$ cat src/rtl/wb_stage.sv
// Write-back stage: retires one instruction per cycle and commits RF, CSR and TLB updates and flushes.
// Optional debug-trace outputs are compiled in when WB_DEBUG_TRACE_EN is defined.
module wb_stage #(
    parameter int MS2WS_BUS_LEN = 219,
    parameter int EXC_DATA_LEN  = 101
) (
    input  logic                     clk,
    input  logic                     reset,
    output logic                     ws_allowin,
    input  logic                     ms2ws_valid,
    input  logic [MS2WS_BUS_LEN-1:0] ms2ws_bus,
    output logic                     rf_we,
    output logic [4:0]               rf_waddr,
    output logic [31:0]              rf_wdata,
    output logic [37:0]              wb_forward_zip,
    output logic                     ws_csr_block,
    output logic                     csr_re,
    output logic [13:0]              csr_num,
    input  logic [31:0]              csr_rvalue,
    output logic                     csr_we,
    output logic [31:0]              csr_wmask,
    output logic [31:0]              csr_wvalue,
    output logic                     wb_ex,
    output logic                     wb_ertn,
    output logic [5:0]               wb_ecode,
    output logic [8:0]               wb_esubcode,
    output logic [31:0]              wb_pc,
    output logic [31:0]              wb_vaddr,
    output logic                     tlbsrch_we,
    output logic                     tlbsrch_hit,
    output logic [3:0]               tlbsrch_index,
    output logic                     tlbrd_we,
    output logic                     tlbwr_we,
    output logic                     tlbfill_we,
    output logic                     ws_reflush,
    output logic                     refetch_flush,
    output logic [31:0]              refetch_pc
`ifdef WB_DEBUG_TRACE_EN
    ,
    output logic [31:0]              debug_wb_pc,
    output logic [3:0]               debug_wb_rf_we,
    output logic [4:0]               debug_wb_rf_wnum,
    output logic [31:0]              debug_wb_rf_wdata
`endif
);

    localparam int RKD_LSB    = EXC_DATA_LEN;
    localparam int RESULT_LSB = RKD_LSB + 32;
    localparam int DEST_LSB   = RESULT_LSB + 32;
    localparam int GRWE_BIT   = DEST_LSB + 5;
    localparam int PC_LSB     = GRWE_BIT + 1;
    localparam int SIDX_LSB   = PC_LSB + 32;
    localparam int SHIT_BIT   = SIDX_LSB + 4;
    localparam int FILL_BIT   = SHIT_BIT + 1;
    localparam int WR_BIT     = FILL_BIT + 1;
    localparam int RD_BIT     = WR_BIT + 1;
    localparam int SRCH_BIT   = RD_BIT + 1;
    localparam int REFE_BIT   = SRCH_BIT + 1;
    localparam int EXCE_LSB   = REFE_BIT + 1;

    logic                     ws_valid_q, ws_valid_d;
    logic [MS2WS_BUS_LEN-1:0] bus_q, bus_d;

    logic [5:0]  exc_ecode_f;
    logic        refetch_f;
    logic        tlbsrch_f;
    logic        tlbrd_f;
    logic        tlbwr_f;
    logic        tlbfill_f;
    logic        srch_hit_f;
    logic [3:0]  srch_index_f;
    logic [31:0] pc_f;
    logic        gr_we_f;
    logic [4:0]  dest_f;
    logic [31:0] result_f;
    logic [31:0] rkd_value_f;
    logic [3:0]  unused_csr_op;
    logic [31:0] vaddr_f;
    logic        csr_we_f;
    logic [31:0] csr_wmask_f;
    logic [13:0] csr_num_f;
    logic        ertn_f;
    logic        ex_f;
    logic [8:0]  esubcode_f;
    logic [5:0]  ecode_f;
    logic        csr_re_f;

    logic        exc;
    logic        commit;

    assign exc_ecode_f   = bus_q[EXCE_LSB +: 6];
    assign refetch_f     = bus_q[REFE_BIT];
    assign tlbsrch_f     = bus_q[SRCH_BIT];
    assign tlbrd_f       = bus_q[RD_BIT];
    assign tlbwr_f       = bus_q[WR_BIT];
    assign tlbfill_f     = bus_q[FILL_BIT];
    assign srch_hit_f    = bus_q[SHIT_BIT];
    assign srch_index_f  = bus_q[SIDX_LSB +: 4];
    assign pc_f          = bus_q[PC_LSB +: 32];
    assign gr_we_f       = bus_q[GRWE_BIT];
    assign dest_f        = bus_q[DEST_LSB +: 5];
    assign result_f      = bus_q[RESULT_LSB +: 32];
    assign rkd_value_f   = bus_q[RKD_LSB +: 32];

    // The csr_op field is carried on the bus but has no meaning in this stage.
    assign unused_csr_op = bus_q[100:97];
    assign vaddr_f       = bus_q[96:65];
    assign csr_we_f      = bus_q[64];
    assign csr_wmask_f   = bus_q[63:32];
    assign csr_num_f     = bus_q[31:18];
    assign ertn_f        = bus_q[17];
    assign ex_f          = bus_q[16];
    assign esubcode_f    = bus_q[15:7];
    assign ecode_f       = bus_q[6:1];
    assign csr_re_f      = bus_q[0];

    always_comb begin
        ws_valid_d = ms2ws_valid;
        bus_d      = bus_q;
        if (ws_reflush) begin
            ws_valid_d = 1'b0;
        end
        if (ms2ws_valid) begin
            bus_d = ms2ws_bus;
        end
    end

    always_ff @(posedge clk) begin
        if (reset) begin
            ws_valid_q <= 1'b0;
            bus_q      <= '0;
        end else begin
            ws_valid_q <= ws_valid_d;
            bus_q      <= bus_d;
        end
    end

    assign ws_allowin = 1'b1;

    assign exc    = ws_valid_q & ((exc_ecode_f != 6'd0) | ex_f);
    assign commit = ws_valid_q & ~exc;

    // Every informational output reads as zero whenever the stage is empty.
    assign wb_ex       = exc;
    assign wb_ertn     = commit & ertn_f;
    assign wb_ecode    = {6{ws_valid_q}} & ((exc_ecode_f != 6'd0) ? exc_ecode_f : ecode_f);
    assign wb_esubcode = {9{ws_valid_q}} & ((exc_ecode_f != 6'd0) ? 9'd0 : esubcode_f);
    assign wb_pc       = {32{ws_valid_q}} & pc_f;
    assign wb_vaddr    = {32{ws_valid_q}} & vaddr_f;

    assign rf_we    = commit & gr_we_f & (dest_f != 5'd0);
    assign rf_waddr = {5{ws_valid_q}} & dest_f;
    assign rf_wdata = {32{ws_valid_q}} & (csr_re_f ? csr_rvalue : result_f);

    assign wb_forward_zip = {rf_we, rf_waddr, rf_wdata};

    assign csr_re       = ws_valid_q & csr_re_f;
    assign csr_num      = {14{ws_valid_q}} & csr_num_f;
    assign csr_we       = commit & csr_we_f;
    assign csr_wmask    = {32{ws_valid_q}} & csr_wmask_f;
    assign csr_wvalue   = {32{ws_valid_q}} & rkd_value_f;
    assign ws_csr_block = ws_valid_q & (csr_re_f | csr_we_f | ertn_f);

    assign tlbsrch_we    = commit & tlbsrch_f;
    assign tlbsrch_hit   = ws_valid_q & srch_hit_f;
    assign tlbsrch_index = {4{ws_valid_q}} & srch_index_f;
    assign tlbrd_we      = commit & tlbrd_f;
    assign tlbwr_we      = commit & tlbwr_f;
    assign tlbfill_we    = commit & tlbfill_f;

    // Refetch restarts at the next sequential instruction; the add wraps at 2^32.
    assign refetch_flush = commit & refetch_f;
    assign refetch_pc    = {32{ws_valid_q}} & (pc_f + 32'd4);
    assign ws_reflush    = wb_ex | wb_ertn | refetch_flush;

`ifdef WB_DEBUG_TRACE_EN
    assign debug_wb_pc       = {32{ws_valid_q}} & pc_f;
    assign debug_wb_rf_we    = {4{rf_we}};
    assign debug_wb_rf_wnum  = rf_waddr;
    assign debug_wb_rf_wdata = rf_wdata;
`endif

endmodule

$ cat config.mk
export PLATFORM = sky130hd
export DESIGN_NAME = wb_stage
export DESIGN_NICKNAME = d
export VERILOG_FILES = /design/src/rtl/wb_stage.sv
export SDC_FILE = /design/constraint.sdc
export NUM_CORES = 1
export LEC_CHECK = 0
export BUFFER_PORTS_ARGS = -buffer_cell sky130_fd_sc_hd__buf_2
export CORE_AREA = 2 2 206 208
export CTS_BUF_LIST = sky130_fd_sc_hd__clkbuf_2 sky130_fd_sc_hd__clkbuf_4 sky130_fd_sc_hd__clkbuf_8
export CTS_CLUSTER_SIZE = 8
export DETAILED_ROUTE_END_ITERATION = 10
export DIE_AREA = 0 0 208 210
export PLACE_DENSITY_LB_ADDON = 0.25
export SLEW_MARGIN = 0
export SYNTH_ARGS = -nofsm -noshare
export SYNTH_HDL_FRONTEND = slang
export SYNTH_SLANG_ARGS = --single-unit
$ cat constraint.sdc
create_clock -name clk -period 5.8 [get_ports clk]
set_input_delay 0.29 -clock clk [delete_from_list [all_inputs] [get_ports clk]]
set_output_delay 0.29 -clock clk [all_outputs]
set_load 0.05 [all_outputs]
==> flow_summary.ini, run 1 <==
[layout]
nNetsFinal = 2073
multi_input_area_mm2 = 0.00526
most-common-layout-cells = buf_2, nor2_1, mux2i_1
nFillCells = 4191
syn_to_final_growth_pct = 56.0
stdcell_count = 2387
final_common_cell = buf_2
seq_area_mm2 = 0.00433
drive_above_1_share_pct = 33.4

[timing]
setup_violations = 0
finalHoldViolCount = 0
clock_skew_ns = 0.0178
slew_headroom_pct = 22.9
maxSlewViolCount = 0
fin_crit_ns = 3.57
setup-tns-final_ns = 0
hold_slack_ns = 0.212
fin_crit_sh_pct = 61.5
fmax_ghz = 0.280
max_slew.worst_pin.slew_ns = 1.16
rsz0062_at_grt = no

[global_routing]
grt_pass1_vias = 10718
gr-total-overflow = 0
grt_antenna_before_repair = 5
grt_pass1_wl_mm = 56.9
grt_max_degree = 125
grt_usage_pct = 16.1

[synthesis]
async_reset_ff_share_pct = 0
synth_edf_count = 0
yosys_warnings = 0
ys_types = 33
syn_avg_cell_area_um2 = 8.93
synth-seq-area-share_pct = 42.1
syn_inst = 1149
ys.flop_type = dfxtp_1
synth-seq-cells = 216
syn_nets = 1404
syn_area_mm2 = 0.0103

[clock_network]
clk_pin_slew_ns = 0.06
postCtsSetupRepairBufs = 0
htreeDepth = 2
cts.path.max_buffers = 3
postCtsHoldBufs = 215
cts_tree = yes
cts-root-buf = clkbuf_8
cts_resized = 0
cts_sinks = 216
cts_buffers = 41
clk_latency_ns = 0.57

[routing]
ant_nets = 0
routed_wl_mm = 36.4
via_per_inst = 4.31
wl_per_cell_um = 15.2
vias = 10287
drcViolationCount = 0
firstDrtPassIters = 4
drt-initial-drc-count = 346

[place]
place_congestion = 0.774
portBuffers = 530
dp.cells = 2099
dpl.hpwl_mm = 24.7

[setup_path]
cp.arrival_ns = 3.28
reg2reg_slack_ns = 3.64
endpoint_kind = output pin
crit_fanout = 12
cp-start-kind = register
criticalPathCategory = reg -> out
rr_worst_depth = 5
cp.required_ns = 5.51

[job]
cap_violations = 0

[floorplanning]
start_util_pct = 24.8
coreArea_mm2 = 0.0415
die_y_um = 210
ios = 536
die_w_um = 208
rows = 75
die_area_mm2 = 0.0437

[power_and_ir_drop]
p_total_mw = 3.90
ir_worst_vdd_uv = 163
power_density_mw_per_mm2 = 244
p_leak_nw = 8.19

[worst_hold_path]
min_path_type = in -> reg
min_path_cells = 2

[outcome]
status = finished clean
area by class of cell:
cell class | count | area share (%)
Timing Repair Buffer | 751 | 30.5
Clock buffer | 64 | 4.99
Tap cell | 539 | 4.21
Clock inverter | 6 | 0.219
Multi-Input combinational cell | 801 | 32.9
Sequential cell | 216 | 27.0
Antenna cell | 3 | 0.0469
Inverter | 7 | 0.164
cells by family after synthesis:
group                      Yosys count  synth area share [%]
other                                1                0.0365
muxes                              252                  24.6
buffers and inverters              132                  6.68
DFF                                216                  42.1
AOI/OAI and AO/OA                   33                  1.74
and+or+nand+nor                    503                  23.7
adders and majority gates            1                 0.122
xor gates and xnor gates            11                 0.939
cell usage after synthesis (all sizes together) (9+ instances only):
library cell / number / area [um2]
a21oi: 19 / 95.1
and2: 157 / 982
and3: 12 / 75.1
buf: 73 / 464
clkbuf: 52 / 195
dfxtp: 216 / 4320
mux2i: 247 / 2470
nand2: 9 / 33.8
nand3: 10 / 50.1
nor2: 277 / 1040
o21ai: 9 / 45.0
or3: 12 / 80.1
xnor2: 9 / 78.8
worst paths after layout:
| path | start | endpoint |
|---|---|---|
| min | reset | bus_q[34] |
| max | bus_q[214] | wb_forward_zip[37] |
| min reg2reg | bus_q[208] | bus_q[208] |
| max reg2reg | bus_q[214] | ws_valid_q |
critical path, cell delays in order (launching register included):
cell and delay (ns):
dfxtp_1 0.35, or4_1 0.60, nor3_4 0.51, buf_4 0.29, and3_1 0.37, o311a_1 0.29
buf_2 0.29
sequential cells by signal, summed over array words and instances, names as in the netlist:
name,count
bus_q,215
ws_valid_q,1
layer usage:
metal  part of all wire (%)  track usage (%)  wire [um]
met1                     40             18.2      14700
met3                    7.0             4.81       2550
met4                    3.5             6.70       1270
met5                  0.071                0         26
met2                     49             28.2      17900
report_power, final:
group,switching [mW],total [mW],internal (mW)
registers,0.0691,1.64,1.57
logic,0.416,0.733,0.317
clock network,0.656,1.53,0.871
total,1.14,3.90,2.76
through the flow:
stage          worst slack [ns]  area (um2)  util [%]
2_1_floorplan              3.15       10300         -
3_3_place_gp               2.84       13000      31.4
3_5_place_dp               2.80       13000      31.4
4_1_cts                    2.12       16000      38.6
5_1_grt                    2.02       16000      38.6
6_report                   2.23       16000      38.6
(Power assumes the default switching activity.)
==> run 2, diff against run 1 <==
- CORE_AREA: 2 2 206 208 -> 2 2 208 210
- DIE_AREA: 0 0 208 210 -> 0 0 210 212
- clock period: 5.8 -> 3.5 ns (I/O delays scaled with it)
==> flow_summary.ini, run 2 (synthesis gave the netlist of run 1 again) <==
[setup_path]
worstPathCellList = nand4_2 -> or3_1 -> or4_1 -> a21oi_1 -> buf_2
crit_fanout = 12
criticalPathCategory = reg -> out
crit_buf_inv = 1
cp-start-kind = register
rr_worst_depth = 5
cpMaxStageDelayCell = or3_1
reg2reg_slack_ns = 1.50
cp.arrival_ns = 2.99
reg2reg_to = ws_valid_q
worstReg2RegStart = bus_q[214]
cp_top_family = simple AND/OR/NAND/NOR gates
endpoint_kind = output pin
critPathMaxStageDelay_ns = 0.64
cp.required_ns = 3.32

[timing]
rsz0062_at_grt = no
setup-tns-final_ns = 0
max_slew.worst_pin.slew_ns = 0.972
clock_skew_ns = 0.00669
maxSlewViolCount = 0
slew_headroom_pct = 35.2
fin_crit_ns = 3.17
fin_crit_sh_pct = 90.5
finalHoldViolCount = 0
fmax_ghz = 0.316
setup_violations = 0

[power_and_ir_drop]
ir_worst_vdd_uv = 276
power_density_mw_per_mm2 = 398
p_leak_nw = 8.39

[routing]
drcViolationCount = 0
routed_wl_mm = 36.4
via_per_inst = 4.27
wl_per_cell_um = 15.0
firstDrtPassIters = 4
drt-initial-drc-count = 294
ant_nets = 0
vias = 10364

[outcome]
status = finished clean

[layout]
nNetsFinal = 2108
drive_above_1_share_pct = 33.3
final_common_cell = buf_2
top_regs = bus_q: 215 flops, ws_valid_q: 1 flops
most-common-layout-cells = buf_2, nor2_1, mux2i_1
syn_to_final_growth_pct = 59.3
largest_register = bus_q
largest_register_ffs = 215
final_util_pct = 38.5

[global_routing]
grt_pass1_wl_mm = 55.1
grt_usage_pct = 15.6
grt_pass1_vias = 10520
grt_antenna_before_repair = 1
gr-total-overflow = 0
grt_max_degree = 137

[clock_network]
clk_pin_slew_ns = 0.06
clk_latency_ns = 0.57
cts_buffers = 41
cts_resized = 0
cts.path.max_buffers = 3
htreeDepth = 2
cts_tree = yes
postCtsSetupRepairBufs = 0
cts_sinks = 216
cts-root-buf = clkbuf_8

[floorplanning]
start_util_pct = 24.2
ios = 536
die_area_mm2 = 0.0445
die_w_um = 210
coreArea_mm2 = 0.0425
rows = 76
die_y_um = 212

[place]
portBuffers = 530
place_congestion = 0.807
dpl.hpwl_mm = 24.7

[worst_hold_path]
min_path_type = in -> reg
min_to = ws_valid_q
min_from = ms2ws_valid
min_path_cells = 2

[job]
cap_violations = 0
## run 2: cell count changes in the layout (fill, tap and decap cells not counted)
cell / previous run / this run
inv_6: 0 / 2
clkbuf_4: 13 / 10
buf_4: 5 / 13
buf_12: 1 / 3
clkinv_2: 4 / 3
diode_2: 3 / 1
dlygate4sd3_1: 215 / 240
## run 2: per-stage QoR
stage	total power, mW	instance area (um2)	instances	setup slack, ns	hold slack (ns)
finish	6.50	16400	2425	0.334	0.181
global route	6.85	16400	2424	0.145	0.174
CTS	6.63	16400	2424	0.278	0.150
detailed placement	3.81	13100	2116	0.935	0.415
global placement	3.80	13100	2116	0.987	0.408
floorplan	3.47	10300	1149	0.963	0.322
## run 2: routing by layer
| metal | part of all wire (%) | vias to the layer above | GRT usage [%] | routed length, um |
|---|---|---|---|---|
| met5 | 0 | - | 0 | 0 |
| met4 | 4.0 | 0 | 7.83 | 1450 |
| met3 | 6.6 | 86 | 4.43 | 2400 |
| met2 | 48 | 371 | 27.3 | 17600 |
| met1 | 41 | 4750 | 17.2 | 14900 |
| li1 | - | 5157 | - | - |
## run 2: cell type report
| class | instances | area, um2 |
|---|---|---|
| antenna | 1 | 2.50 |
| clock buffer | 61 | 777 |
| clock inverter | 7 | 47.5 |
| fill | 4318 | 26100 |
| inverter | 7 | 26.3 |
| multi-input combinational | 801 | 5260 |
| sequential | 216 | 4330 |
| tap | 546 | 683 |
| timing repair buffer | 786 | 5230 |
## run 2: what timing repair did
action	in CTS	in global routing
endpoints found under the setup margin	0	0
hold buffers	240	0
endpoints found under the hold margin	216	0
## run 2: how the worst max path moves through the flow
| stage | start | to | depth (start not counted) |
|---|---|---|---|
| 3_5_place_dp | bus_q[173] | refetch_pc[30] | 6 |
| 6_report | bus_q[176] | refetch_pc[30] | 5 |
| 4_1_cts | bus_q[173] | refetch_pc[30] | 6 |
| 5_1_grt | bus_q[176] | refetch_pc[30] | 5 |
| 2_1_floorplan | bus_q[173] | refetch_pc[18] | 6 |
| 3_3_place_gp | bus_q[173] | refetch_pc[30] | 6 |
## run 2: report_power, final
part           internal (mW)  switching (mW)
logic                  0.551           0.707
registers               2.61           0.107
clock network           1.42            1.11
total                   4.58            1.93
